## src/rtl/shift_engine.sv

```systemverilog
// Multi-mode shift/rotate register: parallel load, then a commanded number of
// single-bit steps (one per clock) under a start/busy/done handshake.
module shift_engine #(
  parameter int WIDTH = 8,
  parameter int AMT_W = 3
) (
  input  logic             clock,
  input  logic             rst,
  input  logic             load,
  input  logic [WIDTH-1:0] din,
  input  logic             start,
  input  logic [2:0]       mode,
  input  logic [AMT_W-1:0] amount,
  input  logic             serial_in,
  output logic [WIDTH-1:0] out,
  output logic             carry,
  output logic             busy,
  output logic             done
);

  typedef enum logic [1:0] {IDLE, SHIFT, FIN} state_t;

  localparam logic [2:0] LSR = 3'b000, LSL = 3'b001, ASR = 3'b010,
                         ROR = 3'b011, ROL = 3'b100, SIR = 3'b101;

  state_t           state, state_nx;
  logic [2:0]       mode_q;
  logic [AMT_W-1:0] cnt;
  logic [WIDTH-1:0] step_out;
  logic             step_carry;
  logic             last_step;

  assign last_step = (cnt == AMT_W'(1));

  // One step of the latched operation; reserved modes hold out and carry.
  always_comb begin
    step_out   = out;
    step_carry = carry;
    case (mode_q)
      LSR: begin step_out = {1'b0, out[WIDTH-1:1]};        step_carry = out[0];       end
      LSL: begin step_out = {out[WIDTH-2:0], 1'b0};        step_carry = out[WIDTH-1]; end
      ASR: begin step_out = {out[WIDTH-1], out[WIDTH-1:1]}; step_carry = out[0];      end
      ROR: begin step_out = {out[0], out[WIDTH-1:1]};      step_carry = out[0];       end
      ROL: begin step_out = {out[WIDTH-2:0], out[WIDTH-1]}; step_carry = out[WIDTH-1]; end
      SIR: begin step_out = {serial_in, out[WIDTH-1:1]};   step_carry = out[0];       end
      default: ;
    endcase
  end

  always_ff @(posedge clock or negedge rst) begin
    if (!rst) state <= IDLE;
    else      state <= state_nx;
  end

  // FIN is entered with done already set after a real step; on the zero-amount
  // path it is entered with done clear and spends one extra cycle raising it.
  always_comb begin
    state_nx = state;
    case (state)
      IDLE:    if (start && !load) state_nx = (amount != '0) ? SHIFT : FIN;
      SHIFT:   if (last_step) state_nx = FIN;
      FIN:     if (done) state_nx = IDLE;
      default: state_nx = IDLE;
    endcase
  end

  always_ff @(posedge clock or negedge rst) begin
    if (!rst) begin
      out    <= '0;
      carry  <= 1'b0;
      busy   <= 1'b0;
      done   <= 1'b0;
      mode_q <= '0;
      cnt    <= '0;
    end else begin
      case (state)
        IDLE: begin
          if (load) begin
            out <= din;
          end else if (start) begin
            mode_q <= mode;
            cnt    <= amount;
            busy   <= 1'b1;
          end
        end
        SHIFT: begin
          out   <= step_out;
          carry <= step_carry;
          cnt   <= cnt - AMT_W'(1);
          if (last_step) begin
            busy <= 1'b0;
            done <= 1'b1;
          end
        end
        FIN: begin
          if (!done) begin
            done <= 1'b1;
            busy <= 1'b0;
          end else begin
            done <= 1'b0;
          end
        end
        default: ;
      endcase
    end
  end

endmodule

```

## config.mk

```make
export PLATFORM = sky130hd
export DESIGN_NAME = shift_engine
export DESIGN_NICKNAME = d
export VERILOG_FILES = /design/src/rtl/shift_engine.sv
export SDC_FILE = /design/constraint.sdc
export NUM_CORES = 1
export LEC_CHECK = 0
export ABC_CLOCK_PERIOD_IN_PS = 2200
export CORE_AREA = 3 3 64 54
export CTS_BUF_LIST = sky130_fd_sc_hd__clkbuf_8
export CTS_CLUSTER_DIAMETER = 30
export DETAILED_ROUTE_END_ITERATION = 10
export DIE_AREA = 0 0 67 57
export PLACE_DENSITY_LB_ADDON = 0.05
export SLEW_MARGIN = 20
export SYNTH_ARGS = -nofsm -noshare
export SYNTH_HDL_FRONTEND = slang
export SYNTH_SLANG_ARGS = --single-unit
```

## constraint.sdc

```tcl
create_clock -name clock -period 2.2 [get_ports clock]
set_clock_uncertainty 0.2 [all_clocks]
set_input_delay 0.22 -clock clock [delete_from_list [all_inputs] [get_ports clock]]
set_output_delay 0.22 -clock clock [all_outputs]
set_load 0.005 [all_outputs]
```

# After elaboration in Yosys (flattened, before gate mapping)
# Index checks and enable logic that the tools add are counted.
# word_totals
input_bits	19
ff_bits	19
elab_cells	67
out_inout_bits	11
# classes
n_eq_ne	18
n_bitwise	1
n_addsub	1
n_reduce_logical	19
muxes	20
# op_table
operator	count
$pmux 8 s6	1
$ne 2x2->1 const B	8
$pmux 8 s2	1
$reduce_and 3->1	4
$mux 2	4
$mux 8	1
$ne 7x1->1 const B	1
$eq 3x1->1 const B	2
$eq 3x2->1 const B	2
$eq 3x3->1 const B	2
$mux 1	6
$mux 3	2
$ne 6x1->1 const B	1
$pmux 2 s3	1
$pmux 3 s2	1
$reduce_bool 2->1	3
$reduce_bool 3->1	2
$reduce_and 5->1	1
$pmux 1 s2	2
$reduce_and 2->1	2
$reduce_and 4->1	1
$reduce_or 4->1	1
$logic_not 3->1	1
$pmux 1 s3	1
other kinds (8)	8

# Logic depth before layout (Yosys ltp)
# Gate-level depths: netlist of run 1.
# depth
depth_word	4
ltp_mapped	7
depth_no_buf	6

# Worst setup path before layout of run 1
# Ideal clock, no wire load.
# synth_timing
kind	register to register
start	register state[0]
end	register out[1]
period_less_slack_ns	1.737
t_arrival_ns	1.410
stages_incl_launch_ff	7
path_buffers	0
slack_ns	0.463
cell_sequence	dfrtp_1 > inv_1 > ha_1 > mux2i_1 > a31oi_4 > nand2_4 > o211ai_2
# synth_via
elab_chain_cells	3
elab_cells_between_ends	7
# synth_rtl
element	line	source
from (decl)	26	state_t state, state_nx;
from (signal assigned)	52	else state <= state_nx;
$eq 2x1->1 / $logic_not 2->1 (equally long branches)	76	case (state)
$ne 7x1->1 (no line), or another cell as far along	-	
$reduce_and 3->1 (no line)	-	
to (signal assigned)	79	out <= din;
to (signal assigned)	87	out <= step_out;
to (decl)	15	output logic [WIDTH-1:0] out,
# Several ways; a longest one is shown, not always the timed one.
# A chain may end at the register's enable or synchronous reset.

# Worst setup path after layout of run 1
# Ends and elaborated chain as after synthesis.

==> impl_metrics.tcl, run 1 <==
set metrics [dict create \
    status "completed" \
    drive_gt1_frac 0.143 \
    fin_nets 187 \
    ys_types 37 \
    ys_warn_count 0 \
    grt_max_degree 20 \
    hold_buffers 0 \
    yosys.area.top_type "dfrtp_1" \
    syn_inst 130 \
    setup_tns_ns 0 \
    totalWireLength_mm 2.94 \
    gr-total-overflow 0 \
    drv_cap 0 \
    die_area_mm2 0.00382 \
    fin_area_mm2 0.00166 \
    slowest_stage "mux2i_1" \
    cts_made_buffers 3 \
    postLayoutSetupSlackWorst_ns 0.212 \
    pwr_density_cell_mw_per_mm2 1470 \
    place_area_mm2 0.00162 \
    cts.htree.levels 1 \
    crit_path_end_kind "flop" \
    fp.coreArea_mm2 0.00281 \
    synth_edf_count 0 \
    drtPass1Iterations 4 \
    antenna_cells 0 \
    reg2reg_slack_ns 0.21 \
    path_clk_slew_ns 0.07 \
    post-route-min-period_ns 1.99 \
    cts_setup_buffers 0 \
    instances_no_fill 199 \
    synthesis.nets 155 \
    fmax_mhz 503 \
    final_antenna_net_count 0 \
    clkSinkCount 19 \
    initial_core_util 0.457 \
    ys.flop_type "dfrtp_1" \
    ir_worst_vdd_mv 0.561 \
    slowest_delay_ns 0.42 \
    yosys_register_bits 19 \
    drc 0 \
    track_usage 0.170 \
    crit_required_ns 2.14 \
    tightest_slew_ns 0.560 \
    synth-seq-area-share 0.371 \
    rsz0062_at_grt "false" \
    critical_path.cell_chain "inv_1, ha_1, mux2i_1, a31oi_4, nand2_4, o211ai_2" \
    synth_area_leaders "dfrtp_1 37%, mux2i_1 9.4%, ha_1 5.9%" \
    viasPerCell 5.32 \
    ys_async_sr_fraction 1.00 \
    grt_pass1_wl_mm 5.04 \
    layout_common_cells "29 x clkdlybuf4s50_1, 19 x dfrtp_1, 12 x inv_1, 12 x mux2i_1, 10 x nand2_1" \
    fin_crit_sh 0.903 \
    io_pins 30 \
    drt_iter0_drc 56 \
    die_w_um 67 \
    setup_viol_count_final 0 \
    antenna_found_initial 0 \
    cp-start-kind "flop" \
    clock_latency_ns 0.25 \
    pre_cts_ws_ns 0.201 \
    hpwl_mm 2.26 \
    avgSynthCellArea_um2 9.87 \
    finalHoldViolCount 0 \
    die_h_um 57 \
    rows 17 \
    vias 1059 \
    crit_type "flop to flop" \
    drv_slew 0 \
    gp_congestion 0.821 \
    synth_top_area_share 0.371 \
    grt_pass1_vias 1080 \
    leakagePower_nw 0.735 \
    area_delta_synth_final_pct 29.6 \
    post_cts_resized 0 \
    cp.arrival_ns 1.93 \
    relSlewSlack 0.626 \
    clock-root-buffer "clkbuf_8" \
    wl_per_cell_um 14.8 \
    final_common_cell "clkdlybuf4s50_1" \
    clockBufferDepth 2 \
    dp.cells 195 \
    io_buffers 29 \
    min_path_type "primary input to async pin" \
    syn_area_mm2 0.00128 \
    worstPathMaxFanout 9 \
    cts_tree "done" \
    power_mw 2.44 \
]
## metal layers
metal  track usage  vias up  part of all wire
li1              -      526                 -
met1         0.245      500              0.48
met2         0.262       31              0.46
met3        0.0374        2             0.055
met4        0.0347        0            0.0071
met5             0        -                 0
## state kept, by name (all words and copies together) (netlist names)
name	flops
out	8
carry	1
state	2
busy	1
mode_q	3
cnt	3
done	1
## report_power, final
part           internal [mW]  leakage (nW)  switching, mW  total (mW)
Clock                  0.124        0.0269          0.111       0.235
Combinational          0.735         0.482          0.677        1.41
Sequential             0.524         0.226          0.266       0.790
Total                   1.38         0.735           1.05        2.44
## area by class of cell
class,instances,area [µm²]
well taps,38,47.5
clock buffers,3,41.3
multi-input cells,95,739
repair buffers,32,313
flip-flops and latches,19,475
inverters,11,41.3
fillers,267,1150
clock inverters,1,3.75
## cell families (layout without fill, tap and decap cells)
group / Yosys count / count (layout) / share of synthesized area
simple gates: 37 / 37 / 0.167
compound gates: 36 / 36 / 0.222
flops: 19 / 19 / 0.371
mux: 16 / 16 / 0.129
buf+inv: 16 / 47 / 0.0527
fa+ha+maj: 6 / 6 / 0.0585
## worst max-delay path, delay by kind of cell (launching register included)
kind | cells | cell delay [ns]
muxes | 1 | 0.42
DFF | 1 | 0.40
adders and majority gates | 1 | 0.30
AOI/OAI and AO/OA | 2 | 0.23
and+or+nand+nor | 1 | 0.20
buffers and inverters | 1 | 0.13
## cell usage after synthesis, drive strengths merged, types with 3 or more instances
cell    count
nand2b      5
a31oi       4
nor2        4
o21ai       6
nand2      11
mux2        4
buf         4
a31o        3
o211ai      7
mux2i      12
ha          6
a21oi       9
inv        11
nand3       6
dfrtp      19
## worst paths after layout
check	from	to	cells after the start
min in group clock	cnt[0]	cnt[0]	1
setup reg to reg	state[0]	out[1]	6
max in group asynchronous	rst	out[7]	2
setup / recovery	state[0]	out[1]	6
hold reg to reg	cnt[0]	cnt[0]	1
hold / removal	rst	out[4]	2
## metrics by stage
step,util,hold slack [ns]
final,0.592,0.101
after global placement,0.576,0.274
after CTS,0.592,0.110
after global routing,0.592,0.121
after floorplan,-,-0.276
after detailed placement,0.576,0.306
Note: power is estimated with default switching activity, not from simulation.
==> inputs of run 2 (changes only) <==
--- a/config.mk
+++ b/config.mk
@@ -5,12 +5,13 @@
 export SDC_FILE = /design/constraint.sdc
 export NUM_CORES = 1
 export LEC_CHECK = 0
+export ABC_AREA = 1
 export ABC_CLOCK_PERIOD_IN_PS = 2200
-export CORE_AREA = 3 3 64 54
+export CORE_AREA = 3 3 78 65
 export CTS_BUF_LIST = sky130_fd_sc_hd__clkbuf_8
 export CTS_CLUSTER_DIAMETER = 30
 export DETAILED_ROUTE_END_ITERATION = 10
-export DIE_AREA = 0 0 67 57
+export DIE_AREA = 0 0 81 68
 export PLACE_DENSITY_LB_ADDON = 0.05
 export SLEW_MARGIN = 20
 export SYNTH_ARGS = -nofsm -noshare
==> run 2 against run 1 <==
  * Sequential cell count did not move
  * Largest cell class unchanged
  * Maximum frequency rose by 8.3%
  * Critical path depth did not move
  * First-iteration DRC count rose by 36%
  * Cell count rose by 28%
  * Global-route usage fell by 4.5 points
  * Clock-buffer cell count did not move
  * Via count rose by 10%
  * Register-to-register slack improved by 0.15 ns
  * Critical path type unchanged
==> impl_metrics.tcl, run 2 <==
set metrics [dict create \
    cts_tree "done" \
    highest_layer "met4" \
    wl_per_cell_um 12.2 \
    fp.coreArea_mm2 0.00426 \
    fmax_mhz 545 \
    gr-total-overflow 0 \
    grt_pass1_wl_mm 5.33 \
    drv_cap 0 \
    io_buffers 29 \
    synth_edf_count 0 \
    min_path_type "primary input to async pin" \
    die_area_mm2 0.00551 \
    top_regs "out x8, cnt x3, mode_q x3" \
    cp_num_buf_inv 2 \
    rsz0062_at_grt "false" \
    relSlewSlack 0.702 \
    crit_path_start "state[1]" \
    antenna_found_initial 0 \
    hold_ws_ns 0.0948 \
    leakagePower_nw 0.774 \
    fin_crit_sh 0.834 \
    drv_slew 0 \
    synth_top_area_share 0.367 \
    track_usage 0.125 \
    final_antenna_net_count 0 \
    die_h_um 68 \
    antenna_cells 0 \
    slowest_stage "dfrtp_1" \
    final_common_cell "nand2_1" \
    ir_worst_vdd_mv 0.558 \
    cpMostUsedCell "inv_1" \
    io_pins 30 \
    cp.arrival_ns 1.82 \
    r2r_cells 6 \
    finish.utilization 0.392 \
    wl_met3_um 140 \
    crit_type "flop to flop" \
    postLayoutSetupSlackWorst_ns 0.364 \
    critical_path.cell_chain "inv_1, ha_1, inv_1, a21oi_1, nand2_1, o22ai_1" \
    path_clk_slew_ns 0.07 \
    finalHoldViolCount 0 \
    synth_most_common_cell "nand2_1" \
    tightest_slew_ns 0.447 \
    ys_warn_count 0 \
    clkSinkCount 19 \
    area_delta_synth_final_pct 28.9 \
    worstPathMaxFanout 11 \
    r2r-start "state[1]" \
    initial_core_util 0.304 \
    path_depth 6 \
    rows 21 \
    setup_viol_count_final 0 \
    largest_reg_flops 8 \
    grt_pass1_vias 1128 \
    drive_gt1_frac 0.111 \
    clock-root-buffer "clkbuf_8" \
    vias 1167 \
    pwr_density_cell_mw_per_mm2 1460 \
    ys_async_sr_fraction 1.00 \
    clock_latency_ns 0.25 \
    post-route-min-period_ns 1.84 \
    drt_iter0_drc 76 \
    synth_commonest_cells "33 x nand2_1, 25 x nand3_1, 23 x inv_1, 19 x dfrtp_1, 16 x a21oi_1" \
    gp_congestion 0.822 \
    top_register "out" \
    grt_max_degree 20 \
    layout_common_cells "33 x nand2_1, 29 x clkdlybuf4s50_1, 25 x nand3_1" \
    status "completed" \
    cts_made_buffers 3 \
    cp-start-kind "flop" \
    drtPass1Iterations 4 \
    synth_area_leaders "dfrtp_1 37%, nand3_1 9.7%, nand2_1 9.6%" \
    syn_inst 168 \
    fin_nets 224 \
    cpLargestDelayFamily "flip-flops" \
    synthesis.nets 193 \
    avgSynthCellArea_um2 7.71 \
    ys.flop_type "dfrtp_1" \
    hpwl_mm 2.35 \
    ys_types 26 \
    wl_met2_mm 1.46 \
    setup_tns_ns 0 \
    cts.htree.levels 1 \
    pre_cts_ws_ns 0.351 \
    fillers 428 \
    crit_path_end_kind "flop" \
    clockBufferDepth 2 \
    post_cts_resized 0 \
    slowest_delay_ns 0.40 \
    m1WireLength_mm 1.48 \
    totalWireLength_mm 3.10 \
    viasPerCell 4.58 \
    syn_area_mm2 0.00129 \
    drc 0 \
    yosys_register_bits 19 \
    synth-seq-area-share 0.367 \
    yosys.area.top_type "dfrtp_1" \
    cts_setup_buffers 0 \
    crit_required_ns 2.18 \
    die_w_um 81 \
    hold_buffers 0 \
]
## run 2: changes by cell type after synthesis, moves of 6 or more
cell,delta
nand2_1,+23
o211ai_2,-6
mux2i_1,-12
nand3_1,+19
a21boi_2,+6
a21oi_1,+8
inv_1,+12
## run 2: cell type report
class | instances | area (µm²) | area share
clock inverter | 1 | 3.75 | 0.00225
multi-input combinational | 119 | 674 | 0.404
clock buffer | 3 | 41.3 | 0.0247
inverter | 24 | 90.1 | 0.0540
tap | 57 | 71.3 | 0.0427
sequential | 19 | 475 | 0.285
timing repair buffer | 32 | 313 | 0.187
## run 2: path summary, 6_finish.rpt
check | endpoint | slack (ns)
min in group clock | busy | 0.29
max | carry | 0.36
max reg2reg | carry | 0.36
min reg2reg | busy | 0.29
min | carry | 0.09
max in group asynchronous | done | 1.49
## run 2: stage by stage
stage | cells | power (mW) | area, µm²
floorplan | 168 | 1.79 | 1290
global placement | 251 | 2.19 | 1620
detailed placement | 251 | 2.21 | 1620
CTS | 255 | 2.47 | 1670
global route | 255 | 2.72 | 1670
finish | 255 | 2.43 | 1670
## run 2: power by group
part,switching (mW),internal [mW],total (mW),leakage [nW]
sequential,0.135,0.532,0.667,0.218
clock,0.121,0.124,0.245,0.0269
combinational,0.849,0.668,1.52,0.529
## run 2: routing by layer
metal / up-vias / track usage
met4: 0 / 0.0253
met1: 537 / 0.158
li1: 612 / -
met5: - / 0
met2: 16 / 0.214
met3: 2 / 0.0368
## run 2: cell families (layout without fill, tap and decap cells)
| kind of cell | after synthesis | after routing | synth area share |
|---|---|---|---|
| AO/OA/AOI/OAI | 38 | 38 | 0.187 |
| buffers and inverters | 30 | 60 | 0.112 |
| XOR/XNOR | 1 | 1 | 0.00676 |
| AND/OR/NAND/NOR | 74 | 74 | 0.269 |
| adder cells (fa/ha/maj) | 6 | 6 | 0.0580 |
| flip-flops | 19 | 19 | 0.367 |
==> inputs of run 3 (changes only) <==
--- a/config.mk
+++ b/config.mk
@@ -6,7 +6,7 @@
 export NUM_CORES = 1
 export LEC_CHECK = 0
 export ABC_AREA = 1
-export ABC_CLOCK_PERIOD_IN_PS = 2200
+export ABC_CLOCK_PERIOD_IN_PS = 1770
 export CORE_AREA = 3 3 78 65
 export CTS_BUF_LIST = sky130_fd_sc_hd__clkbuf_8
 export CTS_CLUSTER_DIAMETER = 30
==> constraint.sdc (replaced) <==
create_clock -name clock -period 1.77 [get_ports clock]
set_clock_uncertainty 0.2 [all_clocks]
set_input_delay 0.177 -clock clock [delete_from_list [all_inputs] [get_ports clock]]
set_output_delay 0.177 -clock clock [all_outputs]
set_load 0.005 [all_outputs]
==> run 3 against run 2 <==
  * Power increased by 37%
  * Design area rose by 6.5%
  * Sequential cell count unchanged
  * Combinational power rose by 43%
  * Core utilization is 2.6 points higher
  * Largest cell class unchanged
  * Largest power group unchanged
==> impl_metrics.tcl, run 3 (synthesized netlist as in run 2, its figures left out) <==
set metrics [dict create \
    totalWireLength_mm 3.34 \
    grt_pass1_vias 1197 \
    cp_num_buf_inv 2 \
    fp.coreArea_mm2 0.00426 \
    layout_common_cells "33 x nand2_1, 29 x clkdlybuf4s50_1, 25 x nand3_1" \
    p_switching_mw 1.49 \
    seq_power_share 0.252 \
    antenna_cells 0 \
    fillers 448 \
    crit_required_ns 1.73 \
    io_pins 30 \
    rows 21 \
    cp-start-kind "flop" \
    seq_area_um2 475 \
    grt_pass1_wl_mm 5.24 \
    finalHoldViolCount 0 \
    final_common_cell "nand2_1" \
    worstPathMaxFanout 5 \
    io_buffers 29 \
    relSlewSlack 0.800 \
    combPwrFrac 0.657 \
    fmax_mhz 595 \
    fin_area_mm2 0.00178 \
    clock_latency_ns 0.25 \
    hold_buffers 0 \
    die_w_um 81 \
    drv_slew 0 \
    drc 0 \
    hpwl_mm 2.31 \
    slowest_stage "dfrtp_1" \
    instances_no_fill 264 \
    drv_cap 0 \
    clkSinkCount 19 \
    drt_iter0_drc 57 \
    leakagePower_nw 0.815 \
    gp_congestion 0.843 \
    largest_reg_flops 8 \
    crit_path_end_kind "flop" \
    postLayoutSetupSlackWorst_ns 0.0889 \
    fin_crit_sh 0.950 \
    gr-total-overflow 0 \
    rsz0062_at_grt "true" \
    top_regs "out x8, cnt x3, mode_q x3" \
    hold_ws_ns 0.0647 \
    critical_path.cell_chain "buf_4, ha_4, buf_4, nand2_1, nand2_1, a21oi_2, nand3_1, o21ai_0" \
    cts_made_buffers 3 \
    cp.arrival_ns 1.65 \
    initial_core_util 0.304 \
    cts.htree.levels 1 \
    finish.utilization 0.418 \
    final_antenna_net_count 0 \
    tightest_slew_ns 0.299 \
    setup_viol_count_final 0 \
    cts_tree "done" \
    dp.cells 254 \
    fin_nets 233 \
    pwr_density_cell_mw_per_mm2 1870 \
    status "completed" \
    antenna_found_initial 0 \
    swShare 0.450 \
    crit_type "flop to flop" \
    drtPass1Iterations 4 \
    drive_gt1_frac 0.184 \
    pwr-share-clk 0.091 \
    area_delta_synth_final_pct 37.3 \
    pre_cts_ws_ns 0.0356 \
    grt_max_degree 20 \
    min_path_type "primary input to async pin" \
    path_clk_slew_ns 0.07 \
    die_area_mm2 0.00551 \
    cpLargestDelayFamily "flip-flops" \
    track_usage 0.122 \
    place_area_mm2 0.00165 \
    clock-root-buffer "clkbuf_8" \
    top_register "out" \
    clockBufferDepth 2 \
    multiInputGateArea_um2 722 \
    vias 1232 \
    crit_path_start "state[0]" \
    ir_worst_vdd_mv 0.916 \
    slowest_delay_ns 0.41 \
    r2r-start "state[0]" \
    die_h_um 68 \
    viasPerCell 4.67 \
    internal_power_mw 1.83 \
    post-route-min-period_ns 1.68 \
    wl_per_cell_um 12.6 \
]
[run 3: area by class of cell]
class                           instances  share of cell area
Timing Repair Buffer                   40               0.208
Clock inverter                          1             0.00211
Inverter                               24              0.0528
Tap cell                               57              0.0401
Multi-Input combinational cell        120               0.406
Clock buffer                            3              0.0232
Sequential cell                        19               0.267
[run 3: path summary, 6_finish.rpt]
path	end	slack (ns)	cells after the start
max in group asynchronous	cnt[1]	1.09	2
min	carry	0.06	2
min reg2reg	busy	0.29	2
max	state[0]	0.09	8
min in group clock	busy	0.29	2
max reg2reg	state[0]	0.09	8
[run 3: through the flow]
stage	power (mW)	TNS, ns
floorplan	2.23	0
global placement	2.77	0
detailed placement	2.79	0
CTS	3.12	0
global route	3.67	-0.0949
finish	3.32	0
[run 3: timing repair]
item                                    in CTS  in global routing
buffers inserted                             0                  5
endpoints found under the setup margin       0                 16
resized for setup                            0                 10
[run 3: metal layers]
layer	global-route usage	wire, µm
met1	0.144	1550
met2	0.220	1670
met3	0.0303	100
met4	0.0359	23
met5	0	0
[run 3: power groups by stage]
stage,Clock [mW],Combinational (mW),Sequential [mW]
after floorplan,0,1.42,0.809
after global placement,0,1.93,0.837
after detailed placement,0,1.95,0.845
after CTS,0.327,1.96,0.834
after global routing,0.346,2.45,0.872
final,0.302,2.18,0.838
==> variant 1 (config.mk and constraints of run 2) <==
`AMT_W`: 3 -> 6.
--- a/src/rtl/shift_engine.sv
+++ b/src/rtl/shift_engine.sv
@@ -2,7 +2,7 @@
 // single-bit steps (one per clock) under a start/busy/done handshake.
 module shift_engine #(
   parameter int WIDTH = 8,
-  parameter int AMT_W = 3
+  parameter int AMT_W = 6
 ) (
   input  logic             clock,
   input  logic             rst,
Interface: changed (resized amount); port bits go from 30 to 33. No check against the original RTL was run, so the function may have changed too.
==> variant 1 against run 2 <==
  * Sequential share of layout area up 0.37 points
  * Cell area up 14%
  * Non-clock buffer count up 3
  * Sequential cell count up 3
  * Power up 16%
  * Final cell count up 20%
  * Routed wire length up 21%
  * Maximum frequency about the same
  * Synthesized area up 13%
  * Worst setup slack worse by 0.0015 ns
  * Clock power up 23%
==> variant 1: results (changes against run 2) <==
Run status - complete, no violations (unchanged)
Post-route DRC - 0 (unchanged)
Netlist cell types - 24 (was 26)
Share of cells above drive strength 1 - 0.0806 (was 0.111)
Vias in the first global route - 1418 (was 1128)
DR WL/cell - 12.3 µm (was 12.2 µm)
Reg with most FFs - out (unchanged)
Largest net degree at the start of global routing - 23 (was 20)
Mapped Nets - 241 (was 193)
Initial antenna violation count - 0 (unchanged)
Max IR drop VDD - 0.474 mV (was 0.558 mV)
Vias post-DR - 1442 (was 1167)
Grt total ovfl - 0 (unchanged)
Port bufs - 32 (was 29)
Final RePlAce weighted congestion - 0.779 (was 0.822)
Nets - 277 (was 224)
TritonRoute pass-1 iters - 4 (unchanged)
Slowest-stage cell, CP - dfrtp_1 (unchanged)
DP Wirelength - 2.78 mm (was 2.35 mm)
Total GRT Usage - 0.153 (was 0.125)
Reg2Reg Depth - 9 (was 6)
Critical Path Source - state[0]$_DFFE_PN0P_ (was state[1]$_DFFE_PN0P_)
Async S/R FF share, synth - 1.00 (unchanged)
Hold WC Path Type - primary input to asynchronous set/reset pin (unchanged)
Top Registers - out: 8 flops, cnt: 6 flops, mode_q: 3 flops (was out: 8 flops, cnt: 3 flops, mode_q: 3 flops)
Cell family with most CP delay - simple AND/OR/NAND/NOR gates (was flip-flops)
CP Max Fanout - 10 (was 11)
Area contributors post-synth - dfrtp_1, nand2_1, nor2_1 (was dfrtp_1, nand3_1, nand2_1)
# Post-CTS Setup Buffers - 0 (unchanged)
Crit Path Class - flip-flop to flip-flop (unchanged)
Ant. Diodes - 0 (unchanged)
P_leak - 0.000922 µW (was 0.000774 µW)
Reg2Reg Setup Slack - 0.36 ns
WP data arrival - 1.80 ns (was 1.82 ns)
1st-iter DRT viols - 94 (was 76)
Later-pin clock latency in the skew report - 0.27 ns (was 0.25 ns)
Worst-Margin Slew - 0.509 ns (was 0.447 ns)
CTS Hold Bufs - 0 (unchanged)
First-pass GRT wire length - 6.53 mm (was 5.33 mm)
NetSw - 1320 µW (was 1100 µW)
Post-route antenna net violation count - 0 (unchanged)
Clk slew on worst S/H paths - 0.09 ns (was 0.07 ns)
Min Hold Slack - 0.0996 ns (was 0.0948 ns)
Part of the Yosys area used for sequential elements - 0.378 (was 0.367)
Worst reg2reg path endpoint - out[4]$_DFFE_PN0P_ (was carry$_DFFE_PN0P_)
Synth cell count leaders - nand2_1, nor2_1, inv_1 (was nand2_1, nand3_1, inv_1)
variant 1: cell types whose count changed in the layout (fill, tap and decap cells not counted), moves of 3 or more:
cell	delta
nand2_1	+19
inv_2	+5
or2_1	+3
o21ai_1	+8
nor2_1	+24
nand3_1	-3
clkdlybuf4s50_1	+3
a21boi_2	-6
dfrtp_1	+3
a21oi_1	-9
variant 1: metrics by stage:
step                cell area, µm²  setup slack (ns)  power (µW)  cells
floorplan                     1460             0.497        1950    213
global placement              1850             0.402        2530    301
detailed placement            1850             0.369        2520    301
CTS                           1910             0.352        2840    305
global route                  1910             0.177        3150    305
finish                        1910             0.363        2810    305
variant 1: layout make-up:
| type | instances | area, µm² |
|---|---|---|
| clock buffers | 4 | 55.1 |
| repair buffers | 35 | 343 |
| inverters | 29 | 109 |
| fillers | 462 | 2350 |
| multi-input cells | 158 | 779 |
| well taps | 57 | 71.3 |
| flip-flops and latches | 22 | 551 |
variant 1: power groups by stage:
stage / Clock (µW) / Combinational (µW) / Sequential [µW]
after floorplan: 0 / 1170 / 788
after global placement: 0 / 1670 / 855
after detailed placement: 0 / 1680 / 846
after CTS: 313 / 1690 / 841
after global routing: 330 / 1940 / 879
final: 302 / 1670 / 837
variant 1: cell families after synthesis:
logic type / share of synthesized area
xor gates and xnor gates: 0.0120
adders and majority gates: 0.0515
and+or+nand+nor: 0.348
AOI/OAI and AO/OA: 0.124
buffers and inverters: 0.0875
DFF: 0.378
variant 1: per-layer routing:
layer	global-route usage	routed length, µm	vias to the layer above
met5	0	0	-
met4	0.0316	20	0
met3	0.0447	231	2
met2	0.239	1540	39
met1	0.210	1960	648
li1	-	-	753
==> variant 2 (settings of run 2) <==
Without the edit above. Register the inputs `load`, `din`, `start`, `mode`, `amount` and `serial_in` before use. The logic sees them one clock later.
--- a/src/rtl/shift_engine.sv
+++ b/src/rtl/shift_engine.sv
@@ -23,6 +23,22 @@
   localparam logic [2:0] LSR = 3'b000, LSL = 3'b001, ASR = 3'b010,
                          ROR = 3'b011, ROL = 3'b100, SIR = 3'b101;
 
+  logic load_q;
+  logic [WIDTH-1:0] din_q;
+  logic start_q;
+  logic [2:0] mode_r;
+  logic [AMT_W-1:0] amount_q;
+  logic serial_q;
+
+  always_ff @(posedge clock) begin
+    load_q   <= load;
+    din_q    <= din;
+    start_q  <= start;
+    mode_r   <= mode;
+    amount_q <= amount;
+    serial_q <= serial_in;
+  end
+
   state_t           state, state_nx;
   logic [2:0]       mode_q;
   logic [AMT_W-1:0] cnt;
@@ -42,7 +58,7 @@
       ASR: begin step_out = {out[WIDTH-1], out[WIDTH-1:1]}; step_carry = out[0];      end
       ROR: begin step_out = {out[0], out[WIDTH-1:1]};      step_carry = out[0];       end
       ROL: begin step_out = {out[WIDTH-2:0], out[WIDTH-1]}; step_carry = out[WIDTH-1]; end
-      SIR: begin step_out = {serial_in, out[WIDTH-1:1]};   step_carry = out[0];       end
+      SIR: begin step_out = {serial_q, out[WIDTH-1:1]};   step_carry = out[0];       end
       default: ;
     endcase
   end
@@ -57,7 +73,7 @@
   always_comb begin
     state_nx = state;
     case (state)
-      IDLE:    if (start && !load) state_nx = (amount != '0) ? SHIFT : FIN;
+      IDLE:    if (start_q && !load_q) state_nx = (amount_q != '0) ? SHIFT : FIN;
       SHIFT:   if (last_step) state_nx = FIN;
       FIN:     if (done) state_nx = IDLE;
       default: state_nx = IDLE;
@@ -75,11 +91,11 @@
     end else begin
       case (state)
         IDLE: begin
-          if (load) begin
-            out <= din;
-          end else if (start) begin
-            mode_q <= mode;
-            cnt    <= amount;
+          if (load_q) begin
+            out <= din_q;
+          end else if (start_q) begin
+            mode_q <= mode_r;
+            cnt    <= amount_q;
             busy   <= 1'b1;
           end
         end
Behaviour: not the same (Yosys sat finds a counterexample within 4 cycles, from zero or initial values and one cycle with rst low).
==> variant 2 against run 2 <==
  * Clock power grew 130%
  * Worst setup slack gained 0.046 ns
  * Routed wire length grew 5.7%
  * Via count grew 9.7%
  * Non-clock buffer count shrank 1
  * Sequential cell count grew 17
  * First-iteration DRC count shrank 36%
  * Power grew 22%
  * Cell area grew 23%
  * Count of clock-buffer cells in the layout grew 2
  * Die area is the same
  * Critical path type unchanged
  * Synthesized area grew 24%
==> variant 2: results (changes against run 2) <==
Dpl ws - 0.464 ns (was 0.351 ns)
Metal3 WL - 189 µm (was 140 µm)
Reg2Reg Setup Slack - 0.41 ns (was 0.36 ns)
Cell family with most CP delay - compound AO/OA/AOI/OAI gates (was flip-flops)
Area contributors post-synth - dfrtp_1, dfxtp_1, nand2_1 (was dfrtp_1, nand3_1, nand2_1)
Synth cell count leaders - nand2_1, inv_1, dfrtp_1 (was nand2_1, nand3_1, inv_1)
Top Registers - din_q: 8 flops, out: 8 flops (was out: 8 flops, cnt: 3 flops, mode_q: 3 flops)
P_leak - 0.000943 µW (was 0.000774 µW)
Final RePlAce weighted congestion - 0.831 (was 0.822)
Metal2 WL - 1.45 mm (was 1.46 mm)
CP Max Fanout - 6 (was 11)
Run status - complete, no violations (unchanged)
Max IR drop VDD - 0.468 mV (was 0.558 mV)
Routed vias/inst - 4.60 (was 4.58)
Part of the Yosys area used for sequential elements - 0.510 (was 0.367)
Min Hold Slack - 0.0698 ns (was 0.0948 ns)
Htree depth - 2 (was 1)
Nets - 244 (was 224)
Total GRT Usage - 0.136 (was 0.125)
Vias in the first global route - 1282 (was 1128)
Met3 Usage GRT - 0.0447 (was 0.0368)
First-pass GRT wire length - 5.65 mm (was 5.33 mm)
Placed instance count - 270 (was 251)
Crit path time final - 1.79 ns (was 1.84 ns)
Finished Layout Cells - 278 (was 255)
Relative slew slack - 0.767 (was 0.702)
CTS Buf Count - 5 (was 3)
Post-synthesis cell count - 185 (was 168)
Async S/R FF share, synth - 0.528 (was 1.00)
Met2 Track Usage GR - 0.208 (was 0.214)
Worst reg2reg path endpoint - cnt[1]$_DFFE_PN0P_ (was carry$_DFFE_PN0P_)
WP data arrival - 1.74 ns (was 1.82 ns)
Share of cells above drive strength 1 - 0.0905 (was 0.111)
==> variant 2: layout make-up <==
cell class,count,area (µm²)
multi-input cells,119,647
clock buffers,5,68.8
inverters,27,101
clock inverters,3,38.8
repair buffers,31,305
well taps,57,71.3
flip-flops and latches,36,816
fillers,412,2210
==> variant 2: worst register-to-register path, delay by kind of cell (launching register included) <==
kind	cells	cell delay, ns
adders and majority gates	1	0.22
DFF	1	0.40
AOI/OAI and AO/OA	3	0.48
and+or+nand+nor	1	0.16
buffers and inverters	2	0.21
==> variant 2: cells by family (layout without fill, tap and decap cells) <==
group | after synthesis | after routing | synth area share
AOI/OAI and AO/OA | 35 | 35 | 0.127
xor gates and xnor gates | 1 | 1 | 0.00547
buffers and inverters | 30 | 66 | 0.0860
DFF | 36 | 36 | 0.510
and+or+nand+nor | 78 | 78 | 0.233
adders and majority gates | 5 | 5 | 0.0391
==> variant 2: report_power, final <==
group	switching, µW	internal, µW	total [µW]
Clock	226	331	557
Combinational	786	613	1400
Sequential	158	859	1020
